[src/rtl/game_sequencer.sv]
// game_sequencer: frame-synchronised game sequencer.
// Each frame_tick runs NUM_UNITS update units in order through an enable/done
// handshake. After the units it resolves collision/scoring for one cycle, then
// manages lives, respawn, pause and game-over.
module game_sequencer #(
    parameter int unsigned NUM_UNITS = 2,
    parameter int unsigned SCORE_W   = 8,
    parameter int unsigned LIVES     = 3,
    localparam int unsigned LIVES_W  = $clog2(LIVES + 1)
) (
    input  logic                 clk,
    input  logic                 resetGame_n,
    input  logic                 press,
    input  logic                 pause_req,
    input  logic                 frame_tick,
    input  logic [NUM_UNITS-1:0] unit_done,
    input  logic                 collision,
    input  logic                 pass_pipe,
    output logic [NUM_UNITS-1:0] update_en,
    output logic                 respawn,
    output logic [SCORE_W-1:0]   score,
    output logic [LIVES_W-1:0]   lives,
    output logic [2:0]           game_state,
    output logic                 overrun
);

    // Unit index width; at least one bit so a single-unit build still has a counter.
    localparam int unsigned KW = (NUM_UNITS > 1) ? $clog2(NUM_UNITS) : 1;
    localparam logic [KW-1:0] LastUnit = KW'(NUM_UNITS - 1);

    // Encoding doubles as the game_state output value.
    typedef enum logic [2:0] {
        StIdle   = 3'd0,
        StWait   = 3'd1,
        StUpdate = 3'd2,
        StLogic  = 3'd3,
        StOver   = 3'd4,
        StPause  = 3'd5
    } state_e;

    state_e          state_q;
    logic [KW-1:0]   k_q;
    logic            press_q;
    logic            pause_q;
    logic            press_edge;
    logic            pause_edge;

    assign press_edge = press & ~press_q;
    assign pause_edge = pause_req & ~pause_q;
    assign game_state = state_q;

    // Sequencer FSM with all outputs registered alongside the state.
    always_ff @(posedge clk or negedge resetGame_n) begin
        if (!resetGame_n) begin
            state_q   <= StIdle;
            k_q       <= '0;
            press_q   <= 1'b0;
            pause_q   <= 1'b0;
            update_en <= '0;
            respawn   <= 1'b0;
            score     <= '0;
            lives     <= '0;
            overrun   <= 1'b0;
        end else begin
            press_q <= press;
            pause_q <= pause_req;
            respawn <= 1'b0;

            case (state_q)
                StIdle: begin
                    if (press_edge) begin
                        state_q <= StWait;
                        score   <= '0;
                        lives   <= LIVES_W'(LIVES);
                        overrun <= 1'b0;
                    end
                end

                StWait: begin
                    // Tick wins over a simultaneous pause edge.
                    if (frame_tick) begin
                        state_q   <= StUpdate;
                        k_q       <= '0;
                        update_en <= NUM_UNITS'(1);
                    end else if (pause_edge) begin
                        state_q <= StPause;
                    end
                end

                StPause: begin
                    if (pause_edge) begin
                        state_q <= StWait;
                    end
                end

                StUpdate: begin
                    // A tick here cannot be honoured; flag it and drop it.
                    if (frame_tick) begin
                        overrun <= 1'b1;
                    end
                    if (unit_done[k_q]) begin
                        if (k_q == LastUnit) begin
                            state_q   <= StLogic;
                            update_en <= '0;
                        end else begin
                            k_q       <= k_q + 1'b1;
                            update_en <= update_en << 1;
                        end
                    end
                end

                StLogic: begin
                    if (frame_tick) begin
                        overrun <= 1'b1;
                    end
                    // Collision has priority; a same-cycle pass is not scored.
                    if (collision) begin
                        if (lives == LIVES_W'(1)) begin
                            lives   <= '0;
                            state_q <= StOver;
                        end else begin
                            lives   <= lives - 1'b1;
                            respawn <= 1'b1;
                            state_q <= StWait;
                        end
                    end else begin
                        if (pass_pipe && (score != '1)) begin
                            score <= score + 1'b1;
                        end
                        state_q <= StWait;
                    end
                end

                StOver: begin
                    if (press_edge) begin
                        state_q <= StIdle;
                    end
                end

                default: begin
                    state_q   <= StIdle;
                    update_en <= '0;
                end
            endcase
        end
    end

endmodule

[config.mk]
export PLATFORM = sky130hd
export DESIGN_NAME = game_sequencer
export DESIGN_NICKNAME = d
export VERILOG_FILES = /design/src/rtl/game_sequencer.sv
export SDC_FILE = /design/constraint.sdc
export NUM_CORES = 1
export LEC_CHECK = 0
export CAP_MARGIN = 20
export CORE_AREA = 2 2 53 55
export DETAILED_ROUTE_END_ITERATION = 7
export DIE_AREA = 0 0 55 57
export GPL_ROUTABILITY_DRIVEN = 0
export HOLD_SLACK_MARGIN = 0.02
export PLACE_DENSITY = 0.79
export SLEW_MARGIN = 10
export SYNTH_ARGS = -nofsm -noshare
export SYNTH_HDL_FRONTEND = slang
export SYNTH_SLANG_ARGS = --single-unit
[constraint.sdc]
create_clock -name clk -period 1.77 [get_ports clk]
set_input_delay 0.2655 -clock clk [delete_from_list [all_inputs] [get_ports clk]]
set_output_delay 0.2655 -clock clk [all_outputs]
set_load 0.005 [all_outputs]
==> run summary, run 1 <==
Ys Warns: 0
Final Setup Violations: 0
VDD IR-drop max: 716.4 µV
arrival time at the worst endpoint: 1.42 ns
most common cell after layout, fill and taps aside: clkdlybuf4s50_1
max_cap viols: 0
DR iter-0 viols: 13
Setup crit end kind: primary output
CTS Sinks: 20
largest net degree at the start of global routing: 21
unrepaired setup endpoints after global routing: no
WHS: 0.2898 ns
Hold Crit Class: in -> async
relative slew slack: 75.11%
DP HPWL: 1734 µm
global-route wire length before repair: 4167 µm
fillcell total: 251
initial antenna violation count: 0
Post-Place Setup Slack: -0.2274 ns
count of different cell masters after synthesis: 35
DIE HEIGHT: 57 µm
Startpoint Class: flop
CTS tree: built
outcome: finished, final reports clean
Worst Skew: 0.005715 ns
antenna-violating nets left: 0
Slew Viols, Final: 0
num rows: 19
CTS max path bufs: 2
placed inst area: 1394 µm²
adder-cell share of the synthesized area: 2.350%
n_diodes: 0
main flop type after synthesis: dfrtp_1
setup TNS: 0 ns
core area: 2615 µm²
Compound-Gate Fraction of Synth Area: 25.50%
Leak: 0.5994 nW
syn_nets: 122
simple-gate share of the synthesized area: 20.33%
FF+latch count, synth: 20
clock transition at the registers of the reported paths: 0.12 ns
Port Buf Inserts: 25
vias in the first global route: 998
Final period util: 95.49%
IO Pins: 26
Synth async-reset ratio: 100.0%
kind of critical path: reg -> out
Clk Latency, worst-skew pair: 0.30 ns
min cycle time layout: 1.690 ns
Post-synth EDFFs: 0
Post-Synthesis Cells: 111
Design Area, Final: 1449 µm²
final worst setup slack: 0.07980 ns
most frequent cells in the layout: clkdlybuf4s50_1 (25), dfrtp_1 (20), nand2_1 (11)
H-Tree Depth: 1
CP Max Fanout: 15
worst slew pin tran: 0.3705 ns
final hold violation count: 0
nets: 156
layout cells sized above 1: 11.81%
via count: 975
Post-CTS Hold Buffers: 0
routed len/inst: 13.71 µm
die width: 55 µm
FMAX: 0.5916 GHz
DRC viols: 0
largest family of logic cells by synthesized area: compound AO/OA/AOI/OAI gates
P&R area growth vs syn: 36.08%
Synth Area in XOR/XNOR: 0%
CTS root buf: clkbuf_4
final WL: 2400 µm
drt via density: 5.571
starting density of the core: 40.72%
cts bufs inserted: 3
grt total ovfl: 0
PwrDens: 1273 nW/µm²
sequential element share of the synthesized area: 47.00%
Synth Cell Area: 1065 µm²
syn_area_per_cell: 9.593 µm²
first drt pass iteration count: 4
gr usage total: 17.68%
die area: 3135 µm²
mux cell area share after synthesis: 1.880%
Critical Path RT: 1.50 ns
## cells in the mapped netlist (all sizes together) (3+ instances only)
cell type | instances | area share [%]
dfrtp | 20 | 47
inv | 3 | 1.1
a21oi | 11 | 5.5
nor2 | 5 | 1.8
nand2b | 5 | 2.9
nand2 | 11 | 3.9
a31oi | 6 | 3.5
clkbuf | 4 | 1.4
o21ai | 9 | 4.2
nor2b | 6 | 3.5
## cell families (layout without fill, tap and decap cells)
group                      after synthesis  count (layout)
AOI/OAI and AO/OA                       40              40
DFF                                     20              20
and+or+nand+nor                         39              39
buffers and inverters                    8              41
muxes                                    2               2
adders and majority gates                2               2
## sequential cells by signal, summed over array words and instances, names as in the netlist
signal,flops
pause_q,1
update_en,2
k_q,1
overrun,1
respawn,1
press_q,1
score,8
game_state,3
lives,2
## worst max-delay path: stages (launching register included)
cell and delay (ns):
dfrtp_1 0.44, buf_6 0.18, clkdlybuf4s50_1 0.51
## what timing repair did
action                     in CTS  in global routing
setup buffers                   0                  1
resized for setup               0                  2
setup endpoints to repair       0                  3
## report_power, final
| part | internal, mW | switching (mW) | total (mW) | leakage [nW] |
|---|---|---|---|---|
| registers | 0.564 | 0.0874 | 0.652 | 0.256 |
| logic | 0.497 | 0.427 | 0.924 | 0.322 |
| clock network | 0.125 | 0.144 | 0.270 | 0.0210 |
## per-stage QoR
step | total power, mW | instances | utilization (%)
after floorplan | 1.179 | 111 | -
after global routing | 2.005 | 175 | 55.41
final | 1.845 | 175 | 55.41
after global placement | 1.532 | 170 | 53.30
after CTS | 1.831 | 174 | 54.69
after detailed placement | 1.563 | 170 | 53.30
## routing by layer
metal  global-route usage (%)  routed length [µm]
met1                    23.26                1089
met2                    28.74                1206
met3                    2.880                 104
met5                        0                   0
met4                    6.620                   0
## path summary, 6_finish.rpt
path	end	slack [ns]	start	cells past startpoint
worst min-delay path	game_state[0]$_DFFE_PN0P_	0.29	resetGame_n	2
worst max-delay path	game_state[2]	0.08	game_state[2]$_DFFE_PN0P_	2
worst max register to register	score[1]$_DFFE_PN0P_	0.08	game_state[1]$_DFFE_PN0P_	4
min in group clk	pause_q$_DFF_PN0_	0.43	pause_req	1
worst min register to register	lives[1]$_DFFE_PN0P_	0.52	lives[1]$_DFFE_PN0P_	1
max in group asynchronous	overrun$_DFFE_PN0P_	1.27	resetGame_n	2
## final cells by class
class	count	area [µm²]	share of cell area (%)
Tap cell	31	38.79	2.677
Multi-Input combinational cell	83	540.5	37.31
Timing Repair Buffer	34	321.6	22.19
Sequential cell	20	500.5	34.54
Clock buffer	4	36.28	2.504
Inverter	3	11.26	0.7772
No activity file was read; power rests on OpenSTA's default activity.
==> inputs of run 2 (changes only) <==
--- a/config.mk
+++ b/config.mk
@@ -10,6 +10,7 @@
 export DETAILED_ROUTE_END_ITERATION = 7
 export DIE_AREA = 0 0 55 57
 export GPL_ROUTABILITY_DRIVEN = 0
+export GPL_TIMING_DRIVEN = 1
 export HOLD_SLACK_MARGIN = 0.02
 export PLACE_DENSITY = 0.79
 export SLEW_MARGIN = 10
==> results of run 2 <==
No change in the layout: final DEF, timing and power equal those of run 1.
